--- config.mk ---
export PLATFORM = sky130hd
export DESIGN_NAME = comparator_seq_multimode_flat
export DESIGN_NICKNAME = d
export VERILOG_FILES = /design/src/rtl/comparator_seq_multimode_if.sv /design/src/rtl/comparator_seq_multimode.sv /design/src/flat_wrapper.sv
export SDC_FILE = /design/constraint.sdc
export NUM_CORES = 1
export LEC_CHECK = 0
export ABC_AREA = 1
export BUFFER_PORTS_ARGS = -buffer_cell sky130_fd_sc_hd__buf_2
export CAP_MARGIN = 10
export CORE_MARGIN = 2
export CORE_UTILIZATION = 47
export DETAILED_ROUTE_END_ITERATION = 7
export PLACE_DENSITY_LB_ADDON = 0.2
export SLEW_MARGIN = 20
export SYNTH_ARGS = -nofsm -noshare
export SYNTH_HDL_FRONTEND = slang
export SYNTH_SLANG_ARGS = --single-unit
--- constraint.sdc ---
create_clock -name clk_i -period 1.7 [get_ports clk_i]
set_clock_uncertainty 0.05 [all_clocks]
set_input_delay 0.17 -clock clk_i [delete_from_list [all_inputs] [get_ports clk_i]]
set_output_delay 0.17 -clock clk_i [all_outputs]
set_load 0.02 [all_outputs]
--- src/rtl/comparator_seq_multimode_if.sv ---
// Request/response bundle for the sequential multi-mode comparator.
// The master drives operands and start; the slave (comparator) returns status and relations.
interface comparator_seq_multimode_if #(
    parameter int DATA_WIDTH = 13
);
    logic                  start_i;
    logic [DATA_WIDTH-1:0] A_i;
    logic [DATA_WIDTH-1:0] B_i;
    logic [2:0]            mode_i;
    logic                  signed_i;
    logic                  busy_o;
    logic                  done_o;
    logic                  result_o;
    logic                  a_lt_b_o;
    logic                  a_eq_b_o;
    logic                  a_gt_b_o;

    modport master (
        output start_i, A_i, B_i, mode_i, signed_i,
        input  busy_o, done_o, result_o, a_lt_b_o, a_eq_b_o, a_gt_b_o
    );

    modport slave (
        input  start_i, A_i, B_i, mode_i, signed_i,
        output busy_o, done_o, result_o, a_lt_b_o, a_eq_b_o, a_gt_b_o
    );
endinterface

--- src/rtl/comparator_seq_multimode.sv ---
// Multi-cycle magnitude comparator: walks operand chunks MSB-first, stops at the
// first differing chunk, and reports lt/eq/gt plus a mode-selected relation.
module comparator_seq_multimode #(
    parameter int DATA_WIDTH  = 13,
    parameter int CHUNK_WIDTH = 4
) (
    input  logic                       clk_i,
    input  logic                       rst_n_i,
    comparator_seq_multimode_if.slave  bus
);
    localparam int NUM_CHUNKS = (DATA_WIDTH + CHUNK_WIDTH - 1) / CHUNK_WIDTH;
    localparam int EXT_W      = NUM_CHUNKS * CHUNK_WIDTH;
    localparam int IDX_W      = (NUM_CHUNKS > 1) ? $clog2(NUM_CHUNKS) : 1;

    localparam logic [2:0] M_LT = 3'd0;
    localparam logic [2:0] M_LE = 3'd1;
    localparam logic [2:0] M_GT = 3'd2;
    localparam logic [2:0] M_GE = 3'd3;
    localparam logic [2:0] M_EQ = 3'd4;
    localparam logic [2:0] M_NE = 3'd5;

    typedef enum logic {
        S_IDLE    = 1'b0,
        S_COMPARE = 1'b1
    } state_t;

    state_t r_state;
    state_t w_state_next;

    logic [NUM_CHUNKS-1:0][CHUNK_WIDTH-1:0] r_a;
    logic [NUM_CHUNKS-1:0][CHUNK_WIDTH-1:0] r_b;
    logic [IDX_W-1:0]                       r_idx;
    logic [2:0]                             r_mode;
    logic                                   r_done;
    logic                                   r_lt;
    logic                                   r_eq;
    logic                                   r_gt;
    logic                                   r_result;

    logic [EXT_W-1:0]       w_a_ext;
    logic [EXT_W-1:0]       w_b_ext;
    logic [CHUNK_WIDTH-1:0] w_a_chunk;
    logic [CHUNK_WIDTH-1:0] w_b_chunk;
    logic                   w_chunk_lt;
    logic                   w_chunk_gt;
    logic                   w_chunk_eq;
    logic                   w_decide;
    logic                   w_accept;
    logic                   w_result;

    // Flipping the sign bit maps two's-complement order onto unsigned order,
    // so the chunk walk below never needs to know about signedness.
    always_comb begin
        w_a_ext                   = '0;
        w_b_ext                   = '0;
        w_a_ext[DATA_WIDTH-1:0]   = bus.A_i;
        w_b_ext[DATA_WIDTH-1:0]   = bus.B_i;
        if (bus.signed_i) begin
            w_a_ext[DATA_WIDTH-1] = ~bus.A_i[DATA_WIDTH-1];
            w_b_ext[DATA_WIDTH-1] = ~bus.B_i[DATA_WIDTH-1];
        end
    end

    assign w_a_chunk  = r_a[r_idx];
    assign w_b_chunk  = r_b[r_idx];
    assign w_chunk_lt = (w_a_chunk < w_b_chunk);
    assign w_chunk_gt = (w_a_chunk > w_b_chunk);
    assign w_chunk_eq = (w_a_chunk == w_b_chunk);
    assign w_decide   = (r_state == S_COMPARE) && (!w_chunk_eq || (r_idx == '0));

    // Relation for the deciding edge, evaluated from the chunk verdict directly.
    always_comb begin
        w_result = 1'b0;
        case (r_mode)
            M_LT:    w_result = w_chunk_lt;
            M_LE:    w_result = w_chunk_lt | w_chunk_eq;
            M_GT:    w_result = w_chunk_gt;
            M_GE:    w_result = w_chunk_gt | w_chunk_eq;
            M_EQ:    w_result = w_chunk_eq;
            M_NE:    w_result = !w_chunk_eq;
            default: w_result = 1'b0;
        endcase
    end

    always_ff @(posedge clk_i) begin
        if (!rst_n_i) r_state <= S_IDLE;
        else          r_state <= w_state_next;
    end

    always_comb begin
        w_state_next = r_state;
        w_accept     = 1'b0;
        case (r_state)
            S_IDLE: begin
                if (bus.start_i) begin
                    w_accept     = 1'b1;
                    w_state_next = S_COMPARE;
                end
            end
            S_COMPARE: begin
                if (w_decide) w_state_next = S_IDLE;
            end
            default: w_state_next = S_IDLE;
        endcase
    end

    always_ff @(posedge clk_i) begin
        if (!rst_n_i) begin
            r_a      <= '0;
            r_b      <= '0;
            r_idx    <= '0;
            r_mode   <= '0;
            r_done   <= 1'b0;
            r_lt     <= 1'b0;
            r_eq     <= 1'b0;
            r_gt     <= 1'b0;
            r_result <= 1'b0;
        end else begin
            r_done <= 1'b0;
            if (w_accept) begin
                r_a      <= w_a_ext;
                r_b      <= w_b_ext;
                r_mode   <= bus.mode_i;
                r_idx    <= IDX_W'(NUM_CHUNKS - 1);
                r_lt     <= 1'b0;
                r_eq     <= 1'b0;
                r_gt     <= 1'b0;
                r_result <= 1'b0;
            end else if (r_state == S_COMPARE) begin
                if (w_decide) begin
                    r_lt     <= w_chunk_lt;
                    r_eq     <= w_chunk_eq;
                    r_gt     <= w_chunk_gt;
                    r_result <= w_result;
                    r_done   <= 1'b1;
                end else begin
                    r_idx <= r_idx - 1'b1;
                end
            end
        end
    end

    assign bus.busy_o   = (r_state == S_COMPARE);
    assign bus.done_o   = r_done;
    assign bus.result_o = r_result;
    assign bus.a_lt_b_o = r_lt;
    assign bus.a_eq_b_o = r_eq;
    assign bus.a_gt_b_o = r_gt;
endmodule
--- src/flat_wrapper.sv ---
// flat-port wrapper written by rule: the top's interface ports become plain ports
module comparator_seq_multimode_flat 
#(
    parameter int DATA_WIDTH  = 13,
    parameter int CHUNK_WIDTH = 4
)
  (clk_i, rst_n_i, bus_start_i, bus_A_i, bus_B_i, bus_mode_i, bus_signed_i, bus_busy_o, bus_done_o, bus_result_o, bus_a_lt_b_o, bus_a_eq_b_o, bus_a_gt_b_o);
  comparator_seq_multimode_if #(.DATA_WIDTH(DATA_WIDTH)) bus_i ();
  input  logic clk_i;
  input  logic rst_n_i;
  input wire logic [$bits(bus_i.start_i)-1:0] bus_start_i;
  input wire logic [$bits(bus_i.A_i)-1:0] bus_A_i;
  input wire logic [$bits(bus_i.B_i)-1:0] bus_B_i;
  input wire logic [$bits(bus_i.mode_i)-1:0] bus_mode_i;
  input wire logic [$bits(bus_i.signed_i)-1:0] bus_signed_i;
  output wire logic [$bits(bus_i.busy_o)-1:0] bus_busy_o;
  output wire logic [$bits(bus_i.done_o)-1:0] bus_done_o;
  output wire logic [$bits(bus_i.result_o)-1:0] bus_result_o;
  output wire logic [$bits(bus_i.a_lt_b_o)-1:0] bus_a_lt_b_o;
  output wire logic [$bits(bus_i.a_eq_b_o)-1:0] bus_a_eq_b_o;
  output wire logic [$bits(bus_i.a_gt_b_o)-1:0] bus_a_gt_b_o;
  assign bus_i.start_i = bus_start_i;
  assign bus_i.A_i = bus_A_i;
  assign bus_i.B_i = bus_B_i;
  assign bus_i.mode_i = bus_mode_i;
  assign bus_i.signed_i = bus_signed_i;
  assign bus_busy_o = bus_i.busy_o;
  assign bus_done_o = bus_i.done_o;
  assign bus_result_o = bus_i.result_o;
  assign bus_a_lt_b_o = bus_i.a_lt_b_o;
  assign bus_a_eq_b_o = bus_i.a_eq_b_o;
  assign bus_a_gt_b_o = bus_i.a_gt_b_o;
  comparator_seq_multimode #(.DATA_WIDTH(DATA_WIDTH), .CHUNK_WIDTH(CHUNK_WIDTH)) u_core (.clk_i(clk_i), .rst_n_i(rst_n_i), .bus(bus_i));
endmodule
==> results.json, run 1 <==
{
  "final_cell_mix": "nor2_1, buf_2, dfxtp_1",
  "syn_avg_cell_area_um2": 7.36,
  "place_area_mm2": 0.00191,
  "worst_hold_path_type": "in2reg",
  "clkLatencyLatePin_ns": 0.33,
  "finalHoldViolCount": 0,
  "core_area_mm2": 0.00336,
  "io_buffers": 38,
  "path_clk_slew_ns": 0.11,
  "fin_crit_sh_pct": 112,
  "antenna-diode-count": 0,
  "grt_max_degree": 29,
  "start_util_pct": 49.5,
  "required_ns": 1.93,
  "chipWidth_um": 63.5,
  "finalSetupViolations": 8,
  "gp_congestion": 0.832,
  "syn_to_final_growth_pct": 32.2,
  "reg2reg_depth": 12,
  "cts_root_buf": "clkbuf_4",
  "finalSetupTns_ns": -1.07,
  "row_count": 21,
  "drive_gt1_share_pct": 25.6,
  "via_per_inst": 4.88,
  "wl_um": 3690,
  "ant_nets": 0,
  "yosysWarnings": 0,
  "r2r_start": "u_core.r_idx[0]",
  "die-area_mm2": 0.00403,
  "die_h_um": 63.5,
  "cts_tree": "built",
  "ir_drop_mv": 0.533,
  "hpwl_um": 2480,
  "cp.arrival_ns": 2.13,
  "seq_area_frac_synth_pct": 44.5,
  "io_pins": 39,
  "synth_top_area_share_pct": 44.5,
  "cts-htree-levels": 2,
  "layout_setup_ws_ns": -0.204,
  "syn_nets": 264,
  "syn_inst": 226,
  "cts_sinks": 37,
  "p_per_area_mw_per_mm2": 911,
  "num_vias": 1634,
  "yosys_register_bits": 37,
  "max_freq_ghz": 0.525,
  "violations": "setup timing",
  "track_usage_pct": 20.1,
  "start_kind": "flop",
  "status": "finished with violations",
  "slew_violations": 0,
  "path_max_fanout": 15,
  "drc_errors": 0,
  "first_global_vias": 1560,
  "crit_path_end_kind": "flop",
  "synth_cell_type_count": 26,
  "drt_iter0_markers": 90,
  "crit_type": "reg2reg",
  "finalCriticalPeriod_ns": 1.90,
  "grt_setup_unrepaired": "yes",
  "slew_headroom_pct": 82.0,
  "synth_area_leaders": "dfxtp_1, nor2_1, o21ai_0",
  "grt_pass1_wl_um": 6390,
  "final_area_mm2": 0.00220,
  "wl_per_cell_um": 11.0,
  "startpoint": "u_core.r_idx[0]",
  "reg2reg_slack_ns": -0.20,
  "r2r-end": "u_core.bus.result_o",
  "syn-cell-area_mm2": 0.00166,
  "maxCapViolCount": 0,
  "antenna_found_initial": 0,
  "final_common_cell": "nor2_1",
  "p_leak_nw": 1.01,
  "overflow": 0,
  "drt-pass1-iter-count": 4,
  "endpoint": "u_core.bus.result_o",
  "cts_buffers": 5,
  "fin_nets": 326,
  "worstMarginPinSlew_ns": 0.270,
  "clock_path_buffers": 2,
  "yosysTopAreaCell": "dfxtp_1"
}
sequential cells by signal, summed over array words and instances, names as in the netlist:
register	count
u_core.bus.a_lt_b_o	1
u_core.r_a	13
u_core.r_b	13
u_core.bus.a_eq_b_o	1
u_core.bus.a_gt_b_o	1
u_core.bus.busy_o	1
u_core.bus.done_o	1
u_core.bus.result_o	1
u_core.r_idx	2
u_core.r_mode	3
cell usage after synthesis, drive strengths merged:
master  number
nand3        4
o21ai       36
a31oi        2
o221ai       2
buf          9
nor3         2
clkbuf       2
nand2       22
a21oi       16
nor2        65
o22ai        2
a211oi       2
dfxtp       37
inv         17
a32o         1
ha           5
xnor2        2
repair_timing:
action | in CTS | in global routing
buffers inserted | 1 | 0
endpoints found under the hold margin | 17 | 1
gates resized for setup | 11 | 3
hold buffers | 17 | 1
pin swaps | 4 | 2
setup endpoints to repair | 8 | 8
stage by stage:
stage | utilization [%] | hold slack (ns) | cells | setup slack (ns) | total power, mW
CTS | 64.7 | 0.0000979 | 334 | -0.172 | 2.02
global placement | 56.8 | 0.341 | 308 | -0.331 | 1.45
floorplan | - | 0.255 | 226 | -0.0953 | 1.33
global route | 65.4 | 0.00214 | 335 | -0.357 | 2.14
detailed placement | 56.8 | 0.346 | 308 | -0.345 | 1.45
finish | 65.4 | 0.0110 | 335 | -0.204 | 2.00
metal layers:
layer | up-vias | track usage, % | wire length (µm)
met5 | - | 0 | 0
met4 | 0 | 9.51 | 22
met3 | 2 | 4.46 | 128
met2 | 28 | 35.5 | 1760
met1 | 740 | 22.8 | 1780
li1 | 864 | - | -
report_power, final:
part           internal (mW)  switching (mW)  total (mW)  leakage [nW]
registers              0.937          0.0480       0.985         0.307
logic                  0.220           0.280       0.500         0.666
clock network          0.240           0.279       0.518        0.0413
total                   1.40           0.606        2.00          1.01
cell families (layout without fill, tap and decap cells):
logic type | after synthesis | after routing | synth area share, %
adder cells (fa/ha/maj) | 5 | 5 | 3.76
AND/OR/NAND/NOR | 93 | 93 | 22.2
flip-flops | 37 | 37 | 44.5
AO/OA/AOI/OAI | 61 | 61 | 20.2
buffers and inverters | 28 | 91 | 8.35
XOR/XNOR | 2 | 2 | 1.05
area by class of cell:
| type | instances | area, µm² |
|---|---|---|
| Clock buffer | 7 | 65.1 |
| Clock inverter | 1 | 5.00 |
| Fill cell | 328 | 1160 |
| Inverter | 17 | 76.3 |
| Multi-Input combinational cell | 161 | 805 |
| Sequential cell | 37 | 746 |
| Tap cell | 46 | 57.6 |
| Timing Repair Buffer | 66 | 445 |
worst min path at each step:
stage | from | end | slack (ns) | cells after the start
final | bus_A_i[7] | u_core.r_a[7] | 0.01 | 3
after global routing | bus_mode_i[2] | u_core.r_mode[2] | 0.002 | 3
after CTS | bus_A_i[7] | u_core.r_a[7] | 0.0001 | 3
after detailed placement | bus_A_i[0] | u_core.r_a[0] | 0.35 | 3
after global placement | bus_A_i[1] | u_core.r_a[1] | 0.34 | 3
after floorplan | bus_A_i[11] | u_core.r_a[11] | 0.25 | 2
worst max-delay path, cell delays in order (launching register included):
cell and delay, ns:
dfxtp_4 0.44, clkinv_8 0.10, o22ai_1 0.17, nor2_1 0.06
ha_1 0.31, nand2_2 0.07, nor2_4 0.19, nand3_1 0.10
o21ai_1 0.09, a21oi_1 0.05, nand2_1 0.06, nand2_1 0.06
a21oi_2 0.11
No activity file was read; power rests on OpenSTA's default activity.
==> inputs of run 2 (changes only) <==
ABC_AREA = unset   (was 1)
GPL_TIMING_DRIVEN = 0   (was unset)
==> run 2 against run 1 <==
  * The run still ends with setup timing left
  * Count of clock-buffer cells in the layout grew 1
  * Flip-flop and latch count is the same
  * Via count shrank 5.2%
  * Sequential share of layout area shrank 0.59 points
  * Critical path depth shrank 3
  * Critical path type unchanged
  * Critical endpoint unchanged
==> results.json, run 2 <==
{
  "status": "finished with violations",
  "violations": "setup timing",
  "final_cell_mix": "nand2_1, buf_2, dfxtp_1",
  "die_h_um": 63.5,
  "antenna-diode-count": 0,
  "maxCapViolCount": 0,
  "max_freq_ghz": 0.451,
  "wl_per_cell_um": 11.7,
  "final_area_mm2": 0.00223,
  "die-area_mm2": 0.00403,
  "reg_top3": "u_core.r_a (13), u_core.r_b (13), u_core.r_mode (3)",
  "cts-htree-levels": 2,
  "gp_congestion": 0.846,
  "synth_cell_type_count": 33,
  "finalSetupTns_ns": -3.19,
  "synthFlopType": "dfxtp_1",
  "chipWidth_um": 63.5,
  "timing.hold.ws_ns": 0.00884,
  "clockPowerShare_pct": 22.2,
  "syn_inst": 203,
  "power.total_mw": 1.95,
  "p_per_area_mw_per_mm2": 877,
  "path_max_fanout": 8,
  "seq_area_frac_synth_pct": 44.5,
  "switchingPower_uw": 593,
  "path_clk_slew_ns": 0.10,
  "yosysTopAreaCell": "dfxtp_1",
  "p_leak_nw": 0.928,
  "required_ns": 1.89,
  "synth_area_leaders": "dfxtp_1, nand2_1, a21oi_1",
  "synth_edf_count": 0,
  "cp.arrival_ns": 2.41,
  "busiest_layer": "met2",
  "clock_path_buffers": 2,
  "seqPwrFrac_pct": 49.5,
  "first_global_vias": 1513,
  "start_util_pct": 49.5,
  "ant_nets": 0,
  "overflow": 0,
  "syn-cell-area_mm2": 0.00166,
  "crit_type": "reg2reg",
  "r2r_start": "u_core.r_idx[0]",
  "async_flop_share_pct": 0,
  "via_per_inst": 4.92,
  "cts_root_buf": "clkbuf_4",
  "grt_max_degree": 11,
  "drt_iter0_markers": 51,
  "p_int_mw": 1.36,
  "clkLatencyLatePin_ns": 0.34,
  "slew_headroom_pct": 69.0,
  "row_count": 21,
  "drt-pass1-iter-count": 4,
  "drive_gt1_share_pct": 27.1,
  "worstMarginPinSlew_ns": 0.464,
  "io_pins": 39,
  "yosysWarnings": 0,
  "ir_drop_mv": 0.548,
  "worst_hold_path_type": "in2reg",
  "track_usage_pct": 20.8,
  "wl_um": 3690,
  "core_area_mm2": 0.00336,
  "synth_commonest_cells": "nand2_1, dfxtp_1, a21oi_1",
  "switching_share_pct": 30.4,
  "grt.met2_usage_pct": 35.4,
  "finalHoldViolCount": 0,
  "grt_pass1_wl_um": 6490,
  "drc_errors": 0,
  "layout_setup_ws_ns": -0.518,
  "synth_top_area_share_pct": 44.5,
  "fin_crit_sh_pct": 130,
  "final_common_cell": "nand2_1",
  "syn_avg_cell_area_um2": 8.20,
  "num_vias": 1549,
  "finalCriticalPeriod_ns": 2.22,
  "start_kind": "flop",
  "hp-start": "bus_A_i[8]",
  "combPwrFrac_pct": 28.3,
  "syn_nets": 241,
  "met3_usage_pct": 6.96,
  "io_buffers": 38,
  "synth.most_common_cell": "nand2_1",
  "slew_violations": 0,
  "startpoint": "u_core.r_idx[0]",
  "hpwl_um": 2560,
  "fin_nets": 306,
  "cts_sinks": 37,
  "cts_buffers": 5,
  "gr-usage-met1_pct": 24.7,
  "finalSetupViolations": 8,
  "antenna_found_initial": 0,
  "place_area_mm2": 0.00195,
  "cts_tree": "built",
  "grt_setup_unrepaired": "yes",
  "crit_path_end_kind": "flop",
  "yosys_register_bits": 37,
  "syn_to_final_growth_pct": 33.8
}
==> run 2: cell type report <==
class / instances / area (µm²)
Timing Repair Buffer: 58 / 377
Multi-Input combinational cell: 148 / 905
Fill cell: 322 / 1140
Buffer: 13 / 78.8
Tap cell: 46 / 57.6
Clock buffer: 8 / 48.8
Sequential cell: 37 / 742
Inverter: 5 / 18.8
==> run 2: timing repair <==
action	CTS	global route
setup endpoints to repair	8	8
hold buffers	12	1
pin swaps	4	2
resized for setup	5	5
setup buffers	5	2
endpoints found under the hold margin	12	1
==> run 2: kinds of logic (layout without fill, tap and decap cells) <==
group / Yosys count / in the layout / share of synthesized area [%]
mux: 8 / 8 / 6.32
compound gates: 49 / 49 / 17.0
simple gates: 83 / 83 / 22.0
xor+xnor: 3 / 3 / 1.58
buf+inv: 18 / 84 / 4.81
flops: 37 / 37 / 44.5
fa+ha+maj: 5 / 5 / 3.76
==> run 2: path summary, 6_finish.rpt <==
check                         to  slack [ns]  depth (start not counted)
min                u_core.r_a[8]       0.009                          3
min reg2reg  u_core.bus.a_gt_b_o        0.41                          2
max          u_core.bus.result_o       -0.52                          9
max reg2reg  u_core.bus.result_o       -0.52                          9
==> run 2: power by group through the flow <==
stage	Combinational (mW)	Clock [mW]	Sequential, mW
floorplan	0.327	0	0.986
global placement	0.447	0	0.982
detailed placement	0.453	0	0.983
CTS	0.513	0.446	0.965
global route	0.615	0.490	0.976
finish	0.552	0.434	0.967
==> run 2: metrics by stage <==
stage,setup slack (ns),instances,util (%)
2_1_floorplan,-0.337,203,-
3_3_place_gp,-0.634,287,58.0
3_5_place_dp,-0.658,287,58.0
4_1_cts,-0.521,312,64.8
5_1_grt,-0.607,315,66.2
6_report,-0.518,315,66.2
==> run 2: layer usage <==
metal	up-vias	part of all wire [%]
met5	-	0
met4	0	1.4
met3	5	4.2
met2	30	48
met1	697	47
li1	817	-
==> run 2: worst max-delay path, cell delays in order, from the launching register on <==
cell	delay [ns]
dfxtp_2	0.34
buf_6	0.11
buf_8	0.14
mux2i_4	0.24
o22ai_2	0.09
ha_1	0.34
nor2b_1	0.15
o211ai_1	0.25
a21oi_1	0.11
o31a_1	0.28
==> inputs of run 3 (changes only) <==
CELL_PAD_IN_SITES_DETAIL_PLACEMENT = 0   (was unset)
CELL_PAD_IN_SITES_GLOBAL_PLACEMENT = 1   (was unset)
CORE_UTILIZATION = 35   (was 47)
==> run 3 against run 2 <==
  * Largest power group unchanged
  * Critical endpoint unchanged
  * Design area shrank 2.3%
  * The run still ends with setup timing left
  * Register-to-register slack hardly changed
  * Fmax decreased by 0.17%
  * Clock power is 40% higher
  * Largest cell class unchanged
  * Critical path type unchanged
==> results.json, run 3 (same netlist as run 2, synthesis figures left out) <==
{
  "place_area_mm2": 0.00196,
  "io_buffers": 38,
  "cts_buffers": 5,
  "crit_path_end_kind": "flop",
  "worst_hold_path_type": "in2reg",
  "layout_setup_ws_ns": -0.522,
  "place_inst": 295,
  "cts_root_buf": "clkbuf_8",
  "finalCriticalPeriod_ns": 2.22,
  "drive_gt1_share_pct": 29.7,
  "path_buf_inv": 2,
  "finalHoldViolCount": 0,
  "gp_congestion": 0.737,
  "cp.arrival_ns": 2.40,
  "crit_family": "multiplexers",
  "core_area_mm2": 0.00466,
  "status": "finished with violations",
  "final_area_mm2": 0.00218,
  "antenna_found_initial": 0,
  "p_int_mw": 1.52,
  "cts_tree": "built",
  "maxCapViolCount": 0,
  "die_h_um": 73.0,
  "hpwl_um": 2780,
  "final_cell_mix": "nand2_1, buf_2, dfxtp_1",
  "syn_to_final_growth_pct": 30.8,
  "ir_drop_mv": 0.410,
  "cp_cell_sequence": "buf_6 > buf_4 > mux4_2 > ha_4 > nand4_4 > xor2_1 > o311ai_1 > o31a_1",
  "final_cell_count_no_fill": 310,
  "clockPowerShare_pct": 28.5,
  "num_vias": 1494,
  "postLayoutCoreUtil_pct": 46.7,
  "via_per_inst": 4.82,
  "first_global_vias": 1425,
  "slew_headroom_pct": 68.5,
  "switching_share_pct": 28.5,
  "crit_type": "reg2reg",
  "path_clk_slew_ns": 0.07,
  "fin_crit_sh_pct": 131,
  "cts_sinks": 37,
  "start_util_pct": 35.7,
  "clkLatencyLatePin_ns": 0.28,
  "grt_max_degree": 11,
  "grt_setup_unrepaired": "yes",
  "fin_nets": 294,
  "slowest_delay_ns": 0.51,
  "finalSetupViolations": 8,
  "max_freq_ghz": 0.450,
  "reg2reg_slack_ns": -0.52,
  "switchingPower_uw": 607,
  "worstMarginPinSlew_ns": 0.473,
  "ant_nets": 0,
  "io_pins": 39,
  "row_count": 25,
  "cp_slowest_cell": "mux4_2",
  "required_ns": 1.88,
  "path_max_fanout": 6,
  "cts-htree-levels": 2,
  "p_leak_nw": 0.902,
  "holdBufCountCts": 0,
  "die-area_mm2": 0.00532,
  "finalSetupTns_ns": -3.57,
  "drt-pass1-iter-count": 5,
  "overflow": 0,
  "start_kind": "flop",
  "drc_errors": 0,
  "violations": "setup timing",
  "drt_iter0_markers": 58,
  "reg_top3": "u_core.r_a (13), u_core.r_b (13), u_core.r_mode (3)",
  "wl_per_cell_um": 12.4,
  "seqPwrFrac_pct": 45.4,
  "final_common_cell": "nand2_1",
  "track_usage_pct": 16.4,
  "p_per_area_mw_per_mm2": 979,
  "grt_pass1_wl_um": 6580,
  "chipWidth_um": 73.0,
  "clock_path_buffers": 2,
  "combPwrFrac_pct": 26.1,
  "wl_um": 3830,
  "slew_violations": 0,
  "antenna-diode-count": 0
}
==> run 3: final timing paths <==
kind	from	endpoint	cells past startpoint
min	bus_mode_i[1]	u_core.r_mode[1]	3
min reg2reg	u_core.bus.a_gt_b_o	u_core.bus.a_gt_b_o	2
max reg2reg	u_core.r_idx[0]	u_core.bus.result_o	8
max	u_core.r_idx[0]	u_core.bus.result_o	8
==> run 3: area by class of cell <==
cell class / count / area [µm²]
fillers: 475 / 2480
multi-input cells: 148 / 896
flip-flops and latches: 37 / 742
repair buffers: 46 / 279
clock buffers: 7 / 86.3
plain buffers: 13 / 86.3
well taps: 54 / 67.6
inverters: 5 / 18.8
==> run 3: worst min-delay path: stages <==
cell	delay, ns
buf_2	0.09
nand2_1	0.05
a21oi_1	0.05
==> run 3: power by group through the flow <==
stage	clock, mW	combinational, mW	sequential, mW
2_1_floorplan	0	0.327	0.986
3_3_place_gp	0	0.456	0.983
3_5_place_dp	0	0.455	0.985
4_1_cts	0.631	0.521	0.968
5_1_grt	0.670	0.618	0.975
6_report	0.608	0.556	0.967
==> run 3: metrics by stage <==
step           hold slack (ns)  setup slack [ns]  power, mW
6_report                0.0708            -0.522       2.13
3_5_place_dp             0.366            -0.646       1.44
5_1_grt                 0.0648            -0.613       2.26
2_1_floorplan            0.256            -0.337       1.31
3_3_place_gp             0.364            -0.665       1.44
4_1_cts                 0.0636            -0.507       2.12
==> run 3: metal layers <==
metal,up-vias,GRT usage (%),part of all wire [%]
li1,793,-,-
met5,-,0,0
met3,2,3.73,3.0
met1,677,21.2,49
met2,22,26.8,47
met4,0,6.17,0.84
==> run 3: what timing repair did <==
item | CTS | global route
setup buffers | 4 | 3
pin swaps | 8 | 11
gates cloned | 1 | 0
endpoints found under the setup margin | 8 | 8
gates resized for setup | 9 | 4
